--- src/rtl/cpu_pkg.sv ---
// Shared CPU definitions: redirect codes, fetch FSM states, widths and the
// default reset vector used by the IF stage.
package cpu_pkg;

  localparam int unsigned XLEN = 32;

  localparam logic [XLEN-1:0] DEFAULT_RESET_PC = 32'h0000_0000;

  // PC_src encodings driven by the ID-stage controller
  localparam logic [1:0] PCSRC_SEQ = 2'b00;
  localparam logic [1:0] PCSRC_BR  = 2'b01;
  localparam logic [1:0] PCSRC_J   = 2'b10;
  localparam logic [1:0] PCSRC_JR  = 2'b11;

  typedef enum logic [1:0] {
    S_REQ  = 2'd0,
    S_WAIT = 2'd1,
    S_HOLD = 2'd2
  } fetch_state_e;

endpackage

--- src/rtl/ifetch_unit_if.sv ---
// Instruction-memory request/response bus.
//   master (fetch unit): drives imem_req/imem_addr, receives ready/rvalid/rdata
//   slave  (memory)    : the mirror image
interface ifetch_unit_if #(
  parameter int unsigned XLEN = cpu_pkg::XLEN
);

  logic            imem_req;
  logic [XLEN-1:0] imem_addr;
  logic            imem_ready;
  logic            imem_rvalid;
  logic [XLEN-1:0] imem_rdata;

  modport master (
    output imem_req,
    output imem_addr,
    input  imem_ready,
    input  imem_rvalid,
    input  imem_rdata
  );

  modport slave (
    input  imem_req,
    input  imem_addr,
    output imem_ready,
    output imem_rvalid,
    output imem_rdata
  );

endinterface

--- src/rtl/if_id_reg.sv ---
// Instruction/PC+4 register with flush, load and hold controls.
// Priority: flush (clear valid) > load > hold > bubble (clear valid).
// Used both as the IF/ID pipeline register and as the fetch hold buffer.
//   clk, reset     : clock, async active-low reset
//   flush/load/hold: control
//   instr_in, pc_plus4_in : payload to load
//   instr, pc_plus4, valid: registered contents
module if_id_reg import cpu_pkg::*; #(
  parameter int unsigned XLEN = cpu_pkg::XLEN
) (
  input  logic            clk,
  input  logic            reset,
  input  logic            flush,
  input  logic            load,
  input  logic            hold,
  input  logic [XLEN-1:0] instr_in,
  input  logic [XLEN-1:0] pc_plus4_in,
  output logic [XLEN-1:0] instr,
  output logic [XLEN-1:0] pc_plus4,
  output logic            valid
);

  // Payload keeps stale values on flush/bubble; only valid is cleared
  always_ff @(posedge clk or negedge reset) begin
    if (!reset) begin
      instr    <= '0;
      pc_plus4 <= '0;
      valid    <= 1'b0;
    end else if (flush) begin
      valid    <= 1'b0;
    end else if (load) begin
      instr    <= instr_in;
      pc_plus4 <= pc_plus4_in;
      valid    <= 1'b1;
    end else if (!hold) begin
      valid    <= 1'b0;
    end
  end

endmodule

--- src/rtl/ifetch_unit.sv ---
// IF stage plus IF/ID register. Owns the PC, issues one outstanding fetch at
// a time, parks a response in a one-entry buffer while ID is stalled, and
// discards wrong-path fetches on branch/j/jr redirects (no delay slots).
//   clk, reset      : clock, async active-low reset
//   PC_src          : redirect code from the controller
//   branch_target   : EX-resolved branch target (PC_src==01)
//   jr_target       : forwarded rs value (PC_src==11)
//   id_stall        : load-use stall, IF/ID holds
//   imem            : instruction-memory bus (master side)
//   ID_instruction, ID_pc_plus4, ID_valid : IF/ID register outputs
module ifetch_unit import cpu_pkg::*; #(
  parameter int unsigned    XLEN     = cpu_pkg::XLEN,
  parameter logic [XLEN-1:0] RESET_PC = DEFAULT_RESET_PC
) (
  input  logic            clk,
  input  logic            reset,
  input  logic [1:0]      PC_src,
  input  logic [XLEN-1:0] branch_target,
  input  logic [XLEN-1:0] jr_target,
  input  logic            id_stall,
  ifetch_unit_if.master   imem,
  output logic [XLEN-1:0] ID_instruction,
  output logic [XLEN-1:0] ID_pc_plus4,
  output logic            ID_valid
);

  fetch_state_e    state, state_nxt;
  logic [XLEN-1:0] pc, pc_nxt;
  logic [XLEN-1:0] pend_pc, pend_pc_nxt;
  logic [XLEN-1:0] pend_pc_plus4;
  logic            kill, kill_nxt;

  logic            take_br, take_jmp, redirect;
  logic [XLEN-1:0] target;

  logic            deliver_mem, deliver_buf;
  logic            buf_load, buf_flush;
  logic [XLEN-1:0] buf_instr, buf_pc_plus4;
  logic            buf_valid;
  logic [XLEN-1:0] id_instr_in, id_pc_plus4_in;

  assign pend_pc_plus4 = pend_pc + XLEN'(4);

  // Request is a decode of the registered state, forced low while in reset
  assign imem.imem_req  = reset && (state == S_REQ);
  assign imem.imem_addr = {pc[XLEN-1:2], 2'b00};

  // Redirect decode: branch always wins; j/jr only act on a live, unstalled ID
  always_comb begin
    take_br  = (PC_src == PCSRC_BR);
    take_jmp = ((PC_src == PCSRC_J) || (PC_src == PCSRC_JR)) && ID_valid && !id_stall;
    redirect = take_br || take_jmp;
    target   = jr_target;
    if (take_br) begin
      target = branch_target;
    end else if (PC_src == PCSRC_J) begin
      target = XLEN'({ID_pc_plus4[XLEN-1 -: 4], ID_instruction[25:0], 2'b00});
    end
  end

  // Fetch FSM next-state and datapath controls
  always_comb begin
    state_nxt   = state;
    pc_nxt      = pc;
    pend_pc_nxt = pend_pc;
    kill_nxt    = kill;
    deliver_mem = 1'b0;
    deliver_buf = 1'b0;
    buf_load    = 1'b0;
    buf_flush   = 1'b0;

    case (state)
      S_REQ: begin
        // A request accepted alongside a redirect is already wrong-path
        if (imem.imem_ready) begin
          pend_pc_nxt = pc;
          kill_nxt    = redirect;
          state_nxt   = S_WAIT;
        end
      end
      S_WAIT: begin
        if (imem.imem_rvalid) begin
          if (kill || redirect) begin
            kill_nxt  = 1'b0;
            state_nxt = S_REQ;
          end else if (!id_stall) begin
            deliver_mem = 1'b1;
            pc_nxt      = pend_pc_plus4;
            state_nxt   = S_REQ;
          end else begin
            buf_load  = 1'b1;
            state_nxt = S_HOLD;
          end
        end else if (redirect) begin
          kill_nxt = 1'b1;
        end
      end
      S_HOLD: begin
        if (redirect || !id_stall) begin
          buf_flush = 1'b1;
          state_nxt = S_REQ;
          if (!redirect) begin
            deliver_buf = buf_valid;
            pc_nxt      = pend_pc_plus4;
          end
        end
      end
      default: begin
        state_nxt = S_REQ;
      end
    endcase

    if (redirect) begin
      pc_nxt = {target[XLEN-1:2], 2'b00};
    end
  end

  // Fetch state registers
  always_ff @(posedge clk or negedge reset) begin
    if (!reset) begin
      state   <= S_REQ;
      pc      <= RESET_PC;
      pend_pc <= RESET_PC;
      kill    <= 1'b0;
    end else begin
      state   <= state_nxt;
      pc      <= pc_nxt;
      pend_pc <= pend_pc_nxt;
      kill    <= kill_nxt;
    end
  end

  assign id_instr_in    = deliver_buf ? buf_instr    : imem.imem_rdata;
  assign id_pc_plus4_in = deliver_buf ? buf_pc_plus4 : pend_pc_plus4;

  // Hold buffer: captures a response that arrives while ID is stalled
  if_id_reg #(.XLEN(XLEN)) u_hold_buf (
    .clk         (clk),
    .reset       (reset),
    .flush       (buf_flush),
    .load        (buf_load),
    .hold        (1'b1),
    .instr_in    (imem.imem_rdata),
    .pc_plus4_in (pend_pc_plus4),
    .instr       (buf_instr),
    .pc_plus4    (buf_pc_plus4),
    .valid       (buf_valid)
  );

  // IF/ID register: branch flush beats the stall hold
  if_id_reg #(.XLEN(XLEN)) u_if_id (
    .clk         (clk),
    .reset       (reset),
    .flush       (take_br),
    .load        (deliver_mem || deliver_buf),
    .hold        (id_stall),
    .instr_in    (id_instr_in),
    .pc_plus4_in (id_pc_plus4_in),
    .instr       (ID_instruction),
    .pc_plus4    (ID_pc_plus4),
    .valid       (ID_valid)
  );

endmodule

--- src/flat_wrapper.sv ---
// flat-port wrapper written by rule: the top's interface ports become plain ports
module ifetch_unit_flat import cpu_pkg::*;
#(
  parameter int unsigned    XLEN     = cpu_pkg::XLEN,
  parameter logic [XLEN-1:0] RESET_PC = DEFAULT_RESET_PC
)
  (clk, reset, PC_src, branch_target, jr_target, id_stall, ID_instruction, ID_pc_plus4, ID_valid, imem_imem_req, imem_imem_addr, imem_imem_ready, imem_imem_rvalid, imem_imem_rdata);
  ifetch_unit_if #(.XLEN(XLEN)) imem_i ();
  input  logic clk;
  input  logic reset;
  input  logic [1:0] PC_src;
  input  logic [XLEN-1:0] branch_target;
  input  logic [XLEN-1:0] jr_target;
  input  logic id_stall;
  output logic [XLEN-1:0] ID_instruction;
  output logic [XLEN-1:0] ID_pc_plus4;
  output logic ID_valid;
  output wire logic [$bits(imem_i.imem_req)-1:0] imem_imem_req;
  output wire logic [$bits(imem_i.imem_addr)-1:0] imem_imem_addr;
  input wire logic [$bits(imem_i.imem_ready)-1:0] imem_imem_ready;
  input wire logic [$bits(imem_i.imem_rvalid)-1:0] imem_imem_rvalid;
  input wire logic [$bits(imem_i.imem_rdata)-1:0] imem_imem_rdata;
  assign imem_imem_req = imem_i.imem_req;
  assign imem_imem_addr = imem_i.imem_addr;
  assign imem_i.imem_ready = imem_imem_ready;
  assign imem_i.imem_rvalid = imem_imem_rvalid;
  assign imem_i.imem_rdata = imem_imem_rdata;
  ifetch_unit #(.XLEN(XLEN), .RESET_PC(RESET_PC)) u_core (.clk(clk), .reset(reset), .PC_src(PC_src), .branch_target(branch_target), .jr_target(jr_target), .id_stall(id_stall), .imem(imem_i), .ID_instruction(ID_instruction), .ID_pc_plus4(ID_pc_plus4), .ID_valid(ID_valid));
endmodule
--- config.mk ---
export PLATFORM = sky130hd
export DESIGN_NAME = ifetch_unit_flat
export DESIGN_NICKNAME = d
export VERILOG_FILES = /design/src/rtl/cpu_pkg.sv /design/src/rtl/ifetch_unit_if.sv /design/src/rtl/if_id_reg.sv /design/src/rtl/ifetch_unit.sv /design/src/flat_wrapper.sv
export SDC_FILE = /design/constraint.sdc
export NUM_CORES = 1
export LEC_CHECK = 0
export ABC_AREA = 1
export BUFFER_PORTS_ARGS = -buffer_cell sky130_fd_sc_hd__buf_4
export CAP_MARGIN = 10
export CORE_ASPECT_RATIO = 0.9
export CORE_MARGIN = 3
export CORE_UTILIZATION = 56
export DETAILED_ROUTE_END_ITERATION = 8
export HOLD_SLACK_MARGIN = 0.1
export PLACE_DENSITY = 0.8
export SYNTH_ARGS = -nofsm -noshare
export SYNTH_HDL_FRONTEND = slang
export SYNTH_HIERARCHICAL = 1
export SYNTH_SLANG_ARGS = --single-unit
--- constraint.sdc ---
create_clock -name clk -period 2.4 [get_ports clk]
set_input_delay 0.12 -clock clk [delete_from_list [all_inputs] [get_ports clk]]
set_output_delay 0.12 -clock clk [all_outputs]
set_load 0.005 [all_outputs]
==> impl_metrics.yaml, run 1 <==
status:
  outcome: "complete, no violations"
floorplanning:
  start_util_pct: 58.0
  core_area_mm2: 0.0186
  dieWidth_um: 152
  die_h_um: 138
  die_area_mm2: 0.0210
  pin_count: 201
  rows: 47
timing:
  setup_viol_count_final: 0
  slew_headroom_pct: 58.7
  clock_skew_ns: 0.0133
  fin_crit_ns: 2.11
  finalHoldViolCount: 0
  drv_slew: 0
  fmax_mhz: 474
  worst_pin_slew_ns: 0.613
  finalSetupTns_ns: 0
  rsz0062_at_grt: "false"
  period_share_pct: 87.8
synth:
  ys_seq_area_share_pct: 45.6
  ys_ff_latch: 197
  syn_area_mm2: 0.0108
  yosysWarnings: 6
  synth_cell_types: 37
  avgSynthCellArea_um2: 7.30
  netlist_instances: 1481
place:
  place.gp.congestion: 0.925
  dp.final_hpwl_um: 23000
  dp.cells: 1829
  io_buffers: 194
worst_hold_path:
  hold_path.class: "primary input to flip-flop"
  worstHoldStart: "imem_imem_ready"
cells_and_area:
  antennaDiodeCount: 0
  drive_above_1_share_pct: 17.2
  nets: 1743
  fillCellCount: 1580
  fin_cells: 1897
  syn2layout_area_growth_pct: 21.1
clock_network:
  htreeDepth: 4
  clockBufferDepth: 2
  cts_tree: "built"
  post_cts_buffers: 0
  clk_latency_ns: 0.45
  clk_pin_slew_worst_paths_ns: 0.07
  cts_made_buffers: 17
  clockRootBuffer: "clkbuf_16"
  clkSinkCount: 197
  cts_resized: 0
grt:
  grt_use_total_pct: 31.9
  grt_pass1_wl_um: 52600
  grt_overflow: 0
  grt_max_degree: 67
  grt_pass1_vias: 9760
  antenna_found_initial: 0
setup_path:
  end_kind: "flip-flop"
  crit_start: "u_core/pend_pc[2]"
  cp_max_fo: 6
  startpoint_type: "flip-flop"
  required_ns: 2.78
  crit_arrival_ns: 2.48
  crit-reg2reg-launch: "u_core/pend_pc[2]"
  worstSetupPathType: "flip-flop to flip-flop"
routing:
  wire_per_inst_um: 17.6
  dr.pass1.iters: 6
  via_count: 10380
  drt_iter0_markers: 1234
  ant_nets: 0
  drc: 0
  viasPerCell: 5.47
  finalWirelength_um: 33300
flow_run:
  maxCapViolCount: 0
power:
  leakage_nw: 7.01
  power.density_mw_per_mm2: 1060
  ir_drop_mv: 0.626
==> metal layers <==
metal	wire (um)	GRT usage, %
met1	13600	42.7
met5	0	0
met2	15200	51.2
met3	3670	9.42
met4	832	9.15
==> final timing paths <==
check	end	slack [ns]	cells past startpoint
setup / recovery	u_core/u_if_id/pc_plus4[28]	0.29	9
setup reg to reg	u_core/u_if_id/pc_plus4[28]	0.29	9
max in group asynchronous	u_core/u_hold_buf/instr[6]	1.35	3
min in group asynchronous	u_core/u_if_id/instr[28]	0.22	2
hold reg to reg	u_core/u_hold_buf/instr[4]	0.47	2
hold / removal	u_core/kill	0.13	5
==> cell type report <==
cell class / count / area [um2] / share of cell area (%)
flip-flops and latches: 197 / 4930 / 37.7
repair buffers: 255 / 2120 / 16.2
well taps: 245 / 307 / 2.34
multi-input cells: 1054 / 4690 / 35.8
clock inverters: 11 / 141 / 1.08
inverters: 114 / 430 / 3.29
clock buffers: 21 / 460 / 3.52
==> cells by family (layout without fill, tap and decap cells) <==
| logic type | after synthesis | count (layout) | synth area share (%) |
|---|---|---|---|
| AND/OR/NAND/NOR | 865 | 865 | 33.0 |
| AO/OA/AOI/OAI | 167 | 167 | 8.28 |
| flip-flops | 197 | 197 | 45.6 |
| buffers and inverters | 231 | 401 | 11.2 |
| other | 2 | 3 | 0.0695 |
| XOR/XNOR | 11 | 11 | 0.961 |
| multiplexers | 7 | 7 | 0.730 |
| adder cells (fa/ha/maj) | 1 | 1 | 0.116 |
==> flip-flops by register name (all words and copies together), names as in the netlist <==
signal                      flops
u_core/pc                      32
u_core/pend_pc                 32
u_core/u_hold_buf/instr        32
u_core/u_hold_buf/pc_plus4     32
u_core/u_if_id/instr           32
u_core/u_if_id/pc_plus4        32
u_core/state                    2
u_core/kill                     1
u_core/u_hold_buf/valid         1
u_core/u_if_id/valid            1
==> timing repair <==
| item | CTS | global route |
|---|---|---|
| endpoints found under the setup margin | 0 | 0 |
| hold buffers | 36 | 0 |
| endpoints found under the hold margin | 123 | 0 |
==> Yosys cell counts <==
| cell | instances | area share, % |
|---|---|---|
| o21a_1 | 1 | 0.070 |
| nor2_2 | 2 | 0.12 |
| xor2_2 | 1 | 0.15 |
| nor2_1 | 110 | 3.8 |
| clkbuf_1 | 20 | 0.69 |
| buf_2 | 33 | 1.5 |
| o21ai_1 | 20 | 0.93 |
| a21boi_1 | 2 | 0.14 |
| o211ai_1 | 6 | 0.42 |
| buf_6 | 17 | 1.8 |
| nand2_1 | 558 | 19 |
| a31oi_1 | 16 | 0.93 |
| nand3b_4 | 1 | 0.19 |
| xnor2_1 | 4 | 0.32 |
| inv_1 | 110 | 3.8 |
| dfrtp_1 | 197 | 46 |
| nor3_1 | 4 | 0.19 |
| o21ai_2 | 2 | 0.16 |
| clkbuf_2 | 1 | 0.046 |
| ha_1 | 1 | 0.12 |
| mux2_2 | 7 | 0.73 |
| conb_1 | 2 | 0.070 |
| nand2_2 | 4 | 0.23 |
| nor2_4 | 7 | 0.73 |
| buf_4 | 45 | 3.1 |
| nand3_1 | 173 | 8.0 |
| or2_2 | 2 | 0.12 |
| xor2_1 | 6 | 0.49 |
| inv_4 | 1 | 0.058 |
| o21ai_0 | 82 | 3.8 |
| a21oi_1 | 32 | 1.5 |
| nand3b_1 | 1 | 0.070 |
| inv_2 | 3 | 0.10 |
| buf_1 | 1 | 0.035 |
| o21bai_1 | 1 | 0.070 |
| nand4_1 | 3 | 0.17 |
| o22ai_1 | 5 | 0.29 |
==> metrics by stage <==
stage	util [%]	power [W]	setup slack (ns)	cell area (um2)	hold WS, ns
2_1_floorplan	-	0.00882	0.613	10800	-0.176
3_3_place_gp	65.0	0.0107	0.351	12100	0.130
3_5_place_dp	65.0	0.0109	0.322	12100	0.137
4_1_cts	70.2	0.0139	0.347	13100	0.109
5_1_grt	70.2	0.0149	0.128	13100	0.137
6_report	70.2	0.0139	0.292	13100	0.132
==> cell usage in the layout, fill, tap and decap left out, types with 7 or more instances in the layout <==
| cell | instances |
|---|---|
| clkbuf_16 | 17 |
| buf_12 | 9 |
| nor2_4 | 8 |
| a31oi_1 | 16 |
| mux2_2 | 7 |
| o21ai_0 | 82 |
| o21ai_1 | 20 |
| nand3_1 | 173 |
| nand2_2 | 7 |
| buf_4 | 209 |
| a21oi_1 | 32 |
| nor2_1 | 108 |
| dlygate4sd3_1 | 36 |
| inv_1 | 110 |
| nand2_1 | 555 |
| dfrtp_1 | 197 |
==> critical path, stage by stage, from the launching register on <==
cell and delay (ns):
dfrtp_1 0.47, ha_1 0.27, nand2_1 0.07, nor2_1 0.15
nand2_1 0.24, nor2_1 0.27, nand3_1 0.14, a31oi_1 0.21
nand3_1 0.13, nand2_1 0.10
==> report_power, final <==
part | internal [W] | switching (W)
Sequential | 0.00477 | 0.00121
Clock | 0.00161 | 0.00134
Combinational | 0.00223 | 0.00276
Total | 0.00862 | 0.00531
Power figures use the tool's default switching activity.
==> inputs of run 2 (changes only) <==
--- a/config.mk
+++ b/config.mk
@@ -11,4 +11,4 @@
 export CORE_ASPECT_RATIO = 0.9
-export CORE_MARGIN = 3
 export CORE_UTILIZATION = 56
+export CTS_BUF_LIST = sky130_fd_sc_hd__clkbuf_16
 export DETAILED_ROUTE_END_ITERATION = 8
--- a/constraint.sdc
+++ b/constraint.sdc
@@ -3,2 +3,2 @@
 set_output_delay 0.12 -clock clk [all_outputs]
-set_load 0.005 [all_outputs]
+set_load 0.01 [all_outputs]
==> impl_metrics.yaml, run 2 (synthesis gave the netlist of run 1 again) <==
status:
  outcome: "complete, no violations"
floorplanning:
  die_h_um: 134
  die_area_mm2: 0.0199
  dieWidth_um: 148
  rows: 47
  start_util_pct: 58.0
  pin_count: 201
  core_area_mm2: 0.0186
setup_path:
  cp_max_fo: 43
  worstSetupPathType: "flip-flop to flip-flop"
  crit_arrival_ns: 2.56
  crit_path_top_delay_cell: "buf_4"
  critPathMostFrequentCell: "nand2_1"
  required_ns: 2.76
  critical_path.max_stage_delay_ns: 0.45
  end_kind: "flip-flop"
  startpoint_type: "flip-flop"
  cp_cell_sequence: "nand2_1, nor2_1, nor2_4, nand4_1, nand2_2, buf_4, nand3_1, nand2_1"
clock_network:
  clockBufferDepth: 2
  cts_made_buffers: 17
  cts_resized: 0
  cts_tree: "built"
  clk_pin_slew_worst_paths_ns: 0.07
  clkSinkCount: 197
  post_cts_buffers: 0
  clockRootBuffer: "clkbuf_16"
  htreeDepth: 4
  clk_latency_ns: 0.43
timing:
  rsz0062_at_grt: "false"
  fmax_mhz: 454
  finalHoldViolCount: 0
  clock_skew_ns: 0.00955
  period_share_pct: 91.8
  slew_headroom_pct: 43.0
  setup_viol_count_final: 0
  drv_slew: 0
  fin_crit_ns: 2.20
  finalSetupTns_ns: 0
  worst_pin_slew_ns: 0.856
cells_and_area:
  final_cell_mix: "555 x nand2_1, 215 x buf_4, 197 x dfrtp_1, 173 x nand3_1, 113 x inv_1"
  antennaDiodeCount: 0
  final_common_cell: "nand2_1"
  fin_cells: 1899
  drive_above_1_share_pct: 17.2
  nets: 1745
  syn2layout_area_growth_pct: 20.2
place:
  dp.cells: 1832
  io_buffers: 194
  dp.final_hpwl_um: 22600
  place.gp.congestion: 0.937
grt:
  grt_overflow: 0
  grt_pass1_vias: 9635
  grt_max_degree: 100
  grt_pass1_wl_um: 51900
  grt_use_total_pct: 34.2
  antenna_found_initial: 0
worst_hold_path:
  hold_path.class: "primary input to flip-flop"
routing:
  wire_per_inst_um: 17.4
  drt_iter0_markers: 1216
  dr.pass1.iters: 5
  via_count: 10446
  finalWirelength_um: 33000
  drc: 0
  viasPerCell: 5.50
  ant_nets: 0
power:
  power.density_mw_per_mm2: 1070
  ir_drop_mv: 0.591
  leakage_nw: 6.98
flow_run:
  maxCapViolCount: 0
[run 2: path summary, 6_finish.rpt]
check / from / endpoint / slack [ns] / depth (start not counted)
worst max-delay path: u_core/u_if_id/valid / u_core/u_if_id/instr[8] / 0.20 / 8
min in group asynchronous: reset / u_core/u_if_id/instr[30] / 0.16 / 2
worst max register to register: u_core/u_if_id/valid / u_core/u_if_id/instr[8] / 0.20 / 8
worst min-delay path: branch_target[2] / u_core/pc[2] / 0.13 / 5
worst min register to register: u_core/u_hold_buf/instr[7] / u_core/u_hold_buf/instr[7] / 0.47 / 2
max in group asynchronous: reset / u_core/u_if_id/instr[13] / 1.33 / 3
[run 2: what timing repair did]
action	CTS	global route
endpoints found under the hold margin	191	0
hold buffers	35	0
endpoints found under the setup margin	0	0
[run 2: power breakdown]
group	switching, W	leakage (nW)	internal [W]
clock network	0.00132	0.270	0.00133
registers	0.00121	2.48	0.00477
logic	0.00304	4.23	0.00226
[run 2: worst max-delay path, delay by kind of cell, from the launching register on]
kind	cells	cell delay (ns)
AND/OR/NAND/NOR	7	1.23
buffers and inverters	1	0.45
flip-flops	1	0.42
[run 2: stage by stage]
stage          hold slack [ns]  utilization (%)  worst slack, ns  instance area, um2  power (W)
4_1_cts                  0.118             69.6            0.284               13000     0.0139
3_5_place_dp            0.0609             64.9            0.218               12100     0.0112
6_report                 0.126             69.6            0.198               13000     0.0139
5_1_grt                  0.128             69.6           0.0967               13000     0.0149
2_1_floorplan           -0.176                -            0.571               10800    0.00910
3_3_place_gp            0.0567             64.9            0.286               12100     0.0110
[run 2: area by class of cell]
| cell class | count | area [um2] |
|---|---|---|
| Multi-Input combinational cell | 1054 | 4690 |
| Tap cell | 245 | 307 |
| Clock buffer | 17 | 425 |
| Inverter | 114 | 430 |
| Sequential cell | 197 | 4930 |
| Fill cell | 1555 | 5660 |
| Timing Repair Buffer | 257 | 2100 |
| Clock inverter | 15 | 104 |
[run 2: per-layer routing]
| layer | wire [um] | global-route usage, % | vias to the layer above |
|---|---|---|---|
| met5 | 0 | 0 | - |
| met4 | 925 | 10.8 | 0 |
| met3 | 3960 | 9.63 | 65 |
| met2 | 14800 | 51.8 | 588 |
| met1 | 13400 | 47.7 | 4823 |
| li1 | - | - | 4970 |
==> inputs of run 3 (changes only) <==
- ABC_AREA: 1 -> default
- CORE_ASPECT_RATIO: 0.9 -> 1.25
- CORE_UTILIZATION: 56 -> 57
- PLACE_DENSITY: 0.8 -> 0.81
==> impl_metrics.yaml, run 3 <==
timing:
  drv_slew: 0
  setup_viol_count_final: 0
  finalHoldViolCount: 0
  period_share_pct: 96.0
  finalSetupTns_ns: 0
  fin_crit_ns: 2.30
  fmax_mhz: 434
  rsz0062_at_grt: "false"
  slew_headroom_pct: 36.2
  worst_pin_slew_ns: 0.957
  clock_skew_ns: 0.0124
worst_hold_path:
  worstHoldStart: "jr_target[6]"
  hold_path.class: "primary input to flip-flop"
  whs_path_depth: 4
  holdPathEnd: "u_core/pc[6]"
clock_network:
  clk_pin_slew_worst_paths_ns: 0.07
  cts_made_buffers: 17
  clockBufferDepth: 2
  clk_latency_ns: 0.44
  clockRootBuffer: "clkbuf_16"
  htreeDepth: 4
  cts_tree: "built"
  post_cts_buffers: 0
  clkSinkCount: 197
cells_and_area:
  utilization_pct: 71.4
  syn2layout_area_growth_pct: 23.0
  fin_area_mm2: 0.0134
  final_cell_mix: "224 x buf_4, 197 x dfrtp_1, 120 x mux2_4, 105 x mux2_2, 49 x dlygate4sd3_1"
  nets: 1199
  seq_area_mm2: 0.00493
  final_common_cell: "buf_4"
  fillCellCount: 1284
  drive_above_1_share_pct: 45.1
  multiInputGateArea_mm2: 0.00523
place:
  place.gp.congestion: 0.888
  post_dp_cell_area_mm2: 0.0123
  io_buffers: 194
  dp.final_hpwl_um: 18300
flow_run:
  maxCapViolCount: 0
routing:
  wire_per_inst_um: 20.2
  ant_nets: 0
  drt_iter0_markers: 418
  drc: 0
  via_count: 7803
  viasPerCell: 5.82
  finalWirelength_um: 27100
  dr.pass1.iters: 4
synth:
  async_flop_share_pct: 100
  netlist_instances: 888
  yosysMostFrequentCell: "dfrtp_1"
  ys.flop_type: "dfrtp_1"
  ys_ff_latch: 197
  yosysWarnings: 6
  ys_top_cells_by_area: "dfrtp_1 45%, mux2_4 17%, mux2_2 11%, mux2i_1 3.1%, buf_12 2.6%"
  avgSynthCellArea_um2: 12.3
  synthTopCellsByCount: "197 x dfrtp_1, 120 x mux2_4, 105 x mux2_2, 45 x nand2_1, 43 x o21ai_0"
  synth_cell_types: 50
  synth_top_area_share_pct: 45.2
  ys_seq_area_share_pct: 45.2
  synth_edf_count: 0
  yosys.area.top_type: "dfrtp_1"
  syn_area_mm2: 0.0109
setup_path:
  crit_arrival_ns: 2.62
  startpoint_type: "flip-flop"
  timing.rr.end: "u_core/u_if_id/pc_plus4[24]"
  crit_path_top_delay_cell: "and4_1"
  r2r_slack_ns: 0.1
  worstSetupPathType: "flip-flop to flip-flop"
  reg2regPathDepth: 6
  required_ns: 2.72
  critPathTopFamily: "simple AND/OR/NAND/NOR gates"
  cp_max_fo: 8
  end_kind: "flip-flop"
  critPathBufInv: 0
  crit-reg2reg-launch: "u_core/pend_pc[16]"
  cp_cell_sequence: "and4_1, nand4_4, o31a_2, or2_2, mux2_2, mux2_4"
  critical_path.max_stage_delay_ns: 0.39
power:
  leakage_nw: 6.19
  switching_share_pct: 33.0
  p_seq_share_pct: 41.5
  power_switching_w: 0.00475
  intPower_w: 0.00965
  ir_drop_mv: 0.598
  p_comb_share_pct: 38.2
  p_clk_share_pct: 20.3
  power.density_mw_per_mm2: 1070
status:
  outcome: "complete, no violations"
grt:
  grt_max_degree: 78
  grt_use_total_pct: 28.3
  antenna_found_initial: 1
  grt_pass1_vias: 8092
  grt_overflow: 0
  grt_pass1_wl_um: 42800
floorplanning:
  pin_count: 201
  die_area_mm2: 0.0197
  start_util_pct: 58.1
  die_h_um: 157
  rows: 56
  core_area_mm2: 0.0188
  dieWidth_um: 126
-- run 3: power groups by stage --
stage | clock network [W] | registers, W | logic, W
finish | 0.00292 | 0.00597 | 0.00551
global placement | 0 | 0.00592 | 0.00522
CTS | 0.00297 | 0.00596 | 0.00550
global route | 0.00311 | 0.00616 | 0.00591
detailed placement | 0 | 0.00597 | 0.00540
floorplan | 0 | 0.00587 | 0.00344
-- run 3: what timing repair did --
item / 4_1_cts / 5_1_grt
hold buffers: 49 / 0
hold endpoints to repair: 270 / 0
endpoints found under the setup margin: 0 / 2
gates resized for setup: 0 / 1
-- run 3: per-stage QoR --
stage               setup WS, ns  cells  total power [W]  hold slack [ns]
finish                    0.0969   1341           0.0144            0.128
global route              0.0347   1340           0.0152            0.171
CTS                        0.107   1340           0.0144            0.102
detailed placement         0.120   1259           0.0114            0.350
global placement           0.159   1259           0.0111            0.345
floorplan                0.00942    889          0.00931           -0.176
-- run 3: how the worst max path moves through the flow --
stage,from,endpoint,cells past startpoint,slack (ns)
floorplan,u_core/state[0],u_core/u_if_id/instr[0],10,0.009
global placement,u_core/pend_pc[16],u_core/u_if_id/pc_plus4[24],6,0.16
detailed placement,u_core/pend_pc[8],u_core/u_if_id/pc_plus4[24],6,0.12
CTS,u_core/pend_pc[8],u_core/u_if_id/pc_plus4[24],6,0.11
global route,u_core/pend_pc[16],u_core/u_if_id/pc_plus4[27],6,0.03
finish,u_core/pend_pc[16],u_core/u_if_id/pc_plus4[24],6,0.1
-- run 3: logic make-up after synthesis --
group / share of synthesized area (%)
compound gates: 7.26
xor+xnor: 1.85
fa+ha+maj: 0.115
buf+inv: 7.12
flops: 45.2
mux: 30.5
other cells: 0.0688
simple gates: 7.93
-- run 3: cell type report --
type	count	share of cell area [%]
diodes	1	0.0187
clock inverters	15	1.27
clock buffers	17	3.17
inverters	17	0.476
flip-flops and latches	197	36.7
repair buffers	280	17.2
multi-input cells	582	39.0
well taps	232	2.16
-- run 3: routing by layer --
layer,GRT usage (%),routed length (um),vias up
met2,45.8,13100,274
met3,5.88,1340,74
li1,-,-,3567
met5,0,0,-
met4,14.0,1120,0
met1,36.2,11500,3888
-- run 3: worst reg2reg max path: cells and delay by family (launching register included) --
kind             cells  cell delay (ns)
AND/OR/NAND/NOR      3             0.90
multiplexers         2             0.52
AO/OA/AOI/OAI        1             0.39
flip-flops           1             0.38
